`config.mk`:
```
export PLATFORM = sky130hd
export DESIGN_NAME = lock_ctrl
export DESIGN_NICKNAME = d
export VERILOG_FILES = /design/src/rtl/lock_ctrl_pkg.sv /design/src/rtl/lock_timer.sv /design/src/rtl/lock_ctrl.sv
export SDC_FILE = /design/constraint.sdc
export NUM_CORES = 1
export LEC_CHECK = 0
export CAP_MARGIN = 20
export CORE_MARGIN = 8
export CORE_UTILIZATION = 59
export DETAILED_ROUTE_END_ITERATION = 6
export PLACE_DENSITY = 0.94
export SLEW_MARGIN = 40
export SYNTH_ARGS = -nofsm -noshare
export SYNTH_HDL_FRONTEND = slang
export SYNTH_SLANG_ARGS = --single-unit
```
`constraint.sdc`:
```
create_clock -name clk -period 6.35 [get_ports clk]
set_input_delay 1.905 -clock clk [delete_from_list [all_inputs] [get_ports clk]]
set_output_delay 1.905 -clock clk [all_outputs]
set_load 0.05 [all_outputs]
```
`src/rtl/lock_ctrl_pkg.sv`:
```
// lock_ctrl_pkg: lock_ctrl state encoding, datapath mode constants and mode lookup
package lock_ctrl_pkg;
  typedef enum logic [2:0] {
    LOCKED    = 3'd0,
    PROG_AUTH = 3'd1,
    NEW_CODE  = 3'd2,
    CONFIRM   = 3'd3,
    OPEN      = 3'd4,
    LOCKOUT   = 3'd5
  } state_t;
  localparam logic [1:0] PROGRAM_CODE    = 2'b00;
  localparam logic [1:0] USER_CODE_VALID = 2'b01;
  localparam logic [1:0] USER_CODE_EQUAL = 2'b10;
  function automatic logic [1:0] mode_of(state_t s);
    return s == PROG_AUTH ? PROGRAM_CODE : s == CONFIRM ? USER_CODE_EQUAL : USER_CODE_VALID;
  endfunction
endpackage

```
`src/rtl/lock_timer.sv`:
```
// lock_timer: loadable 32-bit down-counter (clk, rst, load, load_val in; done out, high on the last counted cycle)
module lock_timer (
  input  logic        clk,
  input  logic        rst,
  input  logic        load,
  input  logic [31:0] load_val,
  output logic        done
);
  logic [31:0] count;
  always_ff @(posedge clk)
    if (rst) count <= '0;
    else if (load) count <= load_val;
    else if (count != '0) count <= count - 32'd1;
  assign done = count == 32'd1;
endmodule

```
`src/rtl/lock_ctrl.sv`:
```
// lock_ctrl: keypad lock FSM (enter/prog/lock pulses, datapath flags in; mode, entry_rst, code_saved, unlocked, lockout, fail_cnt, state_dbg out); LOCK_CTRL_AUTORELOCK_EN enables OPEN timeout
module lock_ctrl
  import lock_ctrl_pkg::*;
#(
  parameter int unsigned MAX_TRIES      = 3,
  parameter int unsigned LOCKOUT_CYCLES = 1000,
  parameter int unsigned UNLOCK_CYCLES  = 500
) (
  input  logic       clk,
  input  logic       rst,
  input  logic       enter,
  input  logic       prog,
  input  logic       lock,
  input  logic       correct,
  input  logic       valid,
  input  logic       equal,
  input  logic       code_match,
  output logic [1:0] is_programming,
  output logic       entry_rst,
  output logic       code_saved,
  output logic       unlocked,
  output logic       lockout,
  output logic [3:0] fail_cnt,
  output logic [2:0] state_dbg
);
  localparam logic [3:0] MAX = 4'(MAX_TRIES);
  state_t state, state_n;
  logic [3:0] fail_n, fail_inc;
  logic entry_rst_n, code_saved_n, t_load, t_done;
  logic [31:0] t_val;
  assign fail_inc = fail_cnt >= MAX ? MAX : fail_cnt + 4'd1;
  lock_timer u_timer (
    .clk     (clk),
    .rst     (rst),
    .load    (t_load),
    .load_val(t_val),
    .done    (t_done)
  );
  always_ff @(posedge clk)
    if (rst) begin
      state      <= LOCKED;
      fail_cnt   <= '0;
      entry_rst  <= 1'b0;
      code_saved <= 1'b0;
    end else begin
      state      <= state_n;
      fail_cnt   <= fail_n;
      entry_rst  <= entry_rst_n;
      code_saved <= code_saved_n;
    end
  always_comb begin
    state_n      = state;
    fail_n       = fail_cnt;
    entry_rst_n  = 1'b0;
    code_saved_n = 1'b0;
    case (state)
      LOCKED:
        if (enter) begin
          entry_rst_n = 1'b1;
          if (valid && code_match) begin
            state_n = OPEN;
            fail_n  = '0;
          end else begin
            fail_n  = fail_inc;
            state_n = fail_inc == MAX ? LOCKOUT : LOCKED;
          end
        end else if (prog) begin
          state_n     = PROG_AUTH;
          entry_rst_n = 1'b1;
        end
      PROG_AUTH:
        if (enter) begin
          entry_rst_n = 1'b1;
          if (correct) begin
            state_n = NEW_CODE;
            fail_n  = '0;
          end else begin
            fail_n  = fail_inc;
            state_n = fail_inc == MAX ? LOCKOUT : LOCKED;
          end
        end
      NEW_CODE:
        if (enter) begin
          state_n     = valid ? CONFIRM : NEW_CODE;
          entry_rst_n = !valid;
        end
      CONFIRM:
        if (enter) begin
          state_n      = equal ? LOCKED : NEW_CODE;
          code_saved_n = equal;
          entry_rst_n  = 1'b1;
        end
      OPEN:
`ifdef LOCK_CTRL_AUTORELOCK_EN
        if (lock || t_done) begin
`else
        if (lock) begin
`endif
          state_n     = LOCKED;
          entry_rst_n = 1'b1;
        end
      LOCKOUT:
        if (t_done) begin
          state_n     = LOCKED;
          fail_n      = '0;
          entry_rst_n = 1'b1;
        end
      default: state_n = LOCKED;
    endcase
`ifdef LOCK_CTRL_AUTORELOCK_EN
    t_load = state_n != state && (state_n == LOCKOUT || state_n == OPEN);
`else
    t_load = state_n != state && state_n == LOCKOUT;
`endif
    t_val = state_n == OPEN ? 32'(UNLOCK_CYCLES) : 32'(LOCKOUT_CYCLES);
  end
  always_comb begin
    is_programming = mode_of(state);
    unlocked       = state == OPEN;
    lockout        = state == LOCKOUT;
    state_dbg      = state;
  end
endmodule

```
# Yosys cells after proc, flatten, opt, wreduce, memory -nomap -nowiden
# Cells that the tools add are included.
word_totals:
  reg_bits: 41
  word_cells: 65
op_classes:
  addsub: 2
  n_lt_le_gt_ge: 1
  eq_ne: 13
  mux: 32
  bitwise_logic: 2
  n_reduce_logical: 10
ops:
  columns: ["operator", "n"]
  rows:
  - ["32-bit 2-to-1 mux", 2]
  - ["32-bit by 1-bit equality test with 1-bit output, second input constant", 1]
  - ["32-bit nonzero test", 1]
  - ["32-bit by 1-bit subtractor with 32-bit output, second input constant", 1]
  - ["3-bit 2-to-1 mux", 10]
  - ["4-bit 2-to-1 mux", 6]
  - ["3-bit one-hot mux with 6 select lines", 1]
  - ["3-bit equality test, second input constant", 4]
  - ["4-bit one-hot mux with 3 select lines", 1]
  - ["10-bit 2-to-1 mux", 1]
  - ["1-bit 2-to-1 mux", 7]
  - ["3-bit by 2-bit equality test with 1-bit output, second input constant", 2]
  - ["2-bit 2-to-1 mux", 3]
  - ["1-bit one-hot mux with 5 select lines", 1]
  - ["4-bit by 1-bit adder with 4-bit output, second input constant", 1]
  - ["4-bit by 2-bit equality test with 1-bit output, second input constant", 1]
  - ["4-bit by 2-bit greater-or-equal comparator with 1-bit output, second input constant", 1]
  - ["2-bit inequality test, second input constant", 2]
  - ["4-bit AND reduction", 1]
  - ["3-bit by 1-bit equality test with 1-bit output, second input constant", 1]
  - ["3-bit logical NOT", 1]
  - ["3-bit inequality test", 1]
  - ["3-bit nonzero test", 1]
  - ["3-bit OR reduction", 1]
  - ["6 further kinds", 8]

# Depth between registers and ports, before layout
logic_depth:
  depth_word: 10
  mapped_depth: 9

# Hierarchy
# From an unflattened synthesis, not the netlist that was laid out.
hier_totals:
  cells_unflattened: 282
  area_unflattened_um2: 2448.6
modules_own_cells:
  columns: ["module", "n_inst", "cells_each", "area_each_um2", "seq_area_each_um2"]
  rows:
  - ["lock_timer", 1, 216, 1884.3, 640.6]
  - ["lock_ctrl", 1, 66, 564.3, 180.2]

# Least setup slack after synthesis
# OpenSTA, ideal clock, no wires.
synth_timing:
  kind: "input to register"
  start: "input port enter"
  end: "register u_timer.count[0]"
  setup_time_ns: 0.128
  arrival_ns: 3.672
  required_ns: 6.222
  setup_slack_ns: 2.550
  cell_stages: 8
  path_buffers: 3
  path_cell_list: "buf_2 -> or3b_2 -> clkbuf_1 -> a221oi_1 -> a21oi_1 -> o21ai_1 -> clkbuf_1 -> nor2_1"
synth_between:
  elab_chain_len: 5
  word_cells_on_any_way: 10
  classes_between: "2 x eq/ne; 6 x mux; 2 x reduce/logical"
synth_lines:
  columns: ["item", "line_no", "text"]
  rows:
  - ["from (decl)", "lock_ctrl.sv:11", "input logic enter,"]
  - ["3-bit 2-to-1 mux (on tied branches)", null, null]
  - ["3-bit one-hot mux with 6 select lines (*)", "lock_ctrl.sv:56", "case (state)"]
  - ["3-bit inequality test / 3-bit equality test (equally long branches)", "lock_ctrl.sv:113", "t_load = state_n != state && state_n == LOCKOUT;"]
  - ["1-bit logical AND (*)", "lock_ctrl.sv:113", null]
  - ["32-bit 2-to-1 mux / 2-bit nonzero test (equally long branches)", null, null]
  - ["to (signal assigned)", "lock_timer.sv:12", "else if (load) count <= load_val;"]
  - ["to (signal assigned)", "lock_timer.sv:13", "else if (count != '0) count <= count - 32'd1;"]
  - ["to (decl)", "lock_timer.sv:9", "logic [31:0] count;"]
# Every way passes the cells marked *; elsewhere a longest branch is shown, timed or not.
# A chain may end at the register's enable or synchronous reset.

# Final worst setup path
layout_timing:
  start: "register state[2] (netlist: state_dbg[2])"
  end: "output port lockout"
layout_between:
  elab_chain_len: 1
layout_lines:
  columns: ["item", "line_no", "text"]
  rows:
  - ["from (decl)", "lock_ctrl.sv:27", "state_t state, state_n;"]
  - ["from (signal assigned)", "lock_ctrl.sv:46", "state <= state_n;"]
  - ["3-bit equality test", "lock_ctrl.sv:120", "lockout = state == LOCKOUT;"]
  - ["to (decl)", "lock_ctrl.sv:22", "output logic lockout,"]
# Every way passes these cells.

==> flow_summary.ini <==
[run_status]
outcome = finished clean

[critical_path]
crit_path_cell_trace = and3b_1, clkdlybuf4s50_1
cp.buffers_inverters = 1
reg2reg_to = u_timer.count[5]
cpPeakStageDelay_ps = 820
endpoint_kind = output port
cp.required_ps = 4450
critPathTopFamily = buffers and inverters
cp.arrival_ps = 1950
rr_worst_depth = 5
cp_max_fo = 12
cp-start-kind = flop
cp_slowest_cell = clkdlybuf4s50_1
timing_worst_setup_path_type = flop to output port
ff2ff_setup_slack_ps = 3770
r2r-start = u_timer.count[23]

[detailed_routing]
dr.first_iter.drc_count = 99
drt_pass1_iterations = 4
routed_wl_um = 4744
drc = 0
vias = 2047
ant_nets = 0
routedWlPerCell_um = 14.69
via_per_inst = 6.337

[clock_tree]
cts_tree = yes
ctsHoldBuffers = 0
htree_levels = 2
cts-buffers-inserted = 5
ctsRootBufferMaster = clkbuf_8
clk_latency_ps = 300
cts_resized = 0
postCtsSetupRepairBufs = 0
clk_pin_slew_ps = 70
cts_buffer_depth = 2
clkSinkCount = 41

[synthesis]
synth-seq-cells = 41
synthSimpleGateAreaFrac = 0.3086
synth.area.mux_share = 0.009009
synth_fp_nets = 277
syn_inst = 264
syn_area_um2 = 2222
syn_avg_cell_area_um2 = 8.417
synth_area_leader_cell = dfxtp_1
synthArstFlopShare = 0
seq_area_frac_synth = 0.3694
ys.flop_type = dfxtp_1
yosys.cell_count.top_type = dfxtp_1
synth-xor-area-share = 0.007883
synth_top_family_by_area = simple AND/OR/NAND/NOR gates
synth_common_cells = dfxtp_1 (41), a21oi_1 (31), o31ai_1 (16)
synth_compound_area_frac = 0.2348
synth_warnings = 0
synth_edf_count = 0
ys_top_cells_by_area = dfxtp_1 (37%), a21oi_1 (7.0%), o31ai_1 (5.4%)
yosysTopAreaCellShare = 0.3694
synth_cell_types = 51
synth_fa_ha_area_frac = 0.02252

[layout]
syn_to_final_growth_pct = 14.13
fin_area_um2 = 2536
diodes = 0
final_nets = 288
drive_gt1_frac = 0.1127

[sta]
hold_viol_final = 0
drv_slew = 0
fin_setup_tns_ps = 0
maxSlewHeadroom = 0.5319
setup_violations = 0
period_share = 0.6073
layout_min_cycle_time_ps = 3856
rsz0062_at_grt = no
fmax_ghz = 0.2593
hold_slack_ps = 470.5
finalClockSkew_ps = 3.521
tightestPinTransition_ps = 699.7

[global_route]
gr-usage-all-layers = 0.1630
grt_pass1_wl_um = 8404
grt_antenna_before_repair = 0
grt_start_max_net_pins = 32
grt-ovfl-total = 0
grt_pass1_vias = 1938

[hold_path]
holdCritStartpoint = u_timer.count[22]
hold_path.class = flop to flop
worstHoldPathCells = 2
worstHoldEndpoint = u_timer.count[22]

[die]
die_area_um2 = 5986
io_pins = 22
die_w_um = 77.37
die_y_um = 77.37
initial_core_util = 0.6116
rows = 22
core_um2 = 3633

[placement]
dp_hpwl_um = 3385
gp_congestion = 0.8719
placed_area_um2 = 2432
portBuffers = 21

[flow_run]
maxCapViolations = 0
==> worst min-delay path, cell delays in order, from the launching register on <==
cell     delay [ps]
dfxtp_1         310
o31ai_1          60
a21oi_1          60
==> registers in the layout (all words and copies together), names as in the netlist <==
signal         count
state_dbg          3
fail_cnt           4
code_saved         1
u_timer.count     32
entry_rst          1
==> worst max path at each step <==
stage / start / to / slack (ps) / cells after the start
after CTS: state_dbg[2] / lockout / 2500 / 2
after global placement: enter / u_timer.count[1] / 2280 / 7
after global routing: state_dbg[2] / lockout / 2390 / 2
after detailed placement: enter / u_timer.count[1] / 2230 / 7
final: state_dbg[2] / lockout / 2490 / 2
after floorplan: enter / u_timer.count[0] / 2550 / 8
==> per-stage QoR <==
step	std cells	setup WS, ps	util
4_1_cts	323	2499	0.6980
6_report	323	2494	0.6980
3_5_place_dp	316	2228	0.6694
3_3_place_gp	316	2276	0.6660
5_1_grt	323	2392	0.6980
2_1_floorplan	264	2550	-
==> layout by cell type, fill, tap and decap left out, drive strengths merged, types with 3 or more instances in the layout <==
cell	count
a31oi	7
ha	4
or4	17
nand2	13
o31ai	16
nor2	13
nand4	6
a21oi	31
dfxtp	41
nand2b	5
or4b	3
o21ai	10
o41ai	5
nor3	9
nand3	11
inv	7
or2	6
or3	12
nor4	3
clkbuf	5
and2	3
clkdlybuf4s50	21
==> area by class of cell <==
cell class	instances	area [µm²]
Timing Repair Buffer	22	217.7
Inverter	7	26.28
Clock buffer	5	68.82
Fill cell	295	1097
Sequential cell	41	820.8
Clock inverter	2	35.03
Tap cell	48	60.06
Multi-Input combinational cell	198	1308
==> cell families (layout without fill, tap and decap cells) <==
| family | after synthesis | in the layout |
|---|---|---|
| adder cells (fa/ha/maj) | 4 | 4 |
| multiplexers | 2 | 2 |
| AND/OR/NAND/NOR | 110 | 110 |
| buffers and inverters | 25 | 36 |
| flip-flops | 41 | 41 |
| XOR/XNOR | 2 | 2 |
| AO/OA/AOI/OAI | 80 | 80 |
==> routing by layer <==
| layer | GRT usage | vias to the layer above | routed length (µm) |
|---|---|---|---|
| met1 | 0.1876 | 954 | 2158 |
| met3 | 0.04839 | 6 | 263 |
| met2 | 0.2780 | 46 | 2257 |
| met4 | 0.06226 | 0 | 65 |
| li1 | - | 1041 | - |
| met5 | 0 | - | 0 |
Power is left out: the tool's default activity adds up to more than one toggle a clock period on the data nets, which glitch-free logic cannot reach.
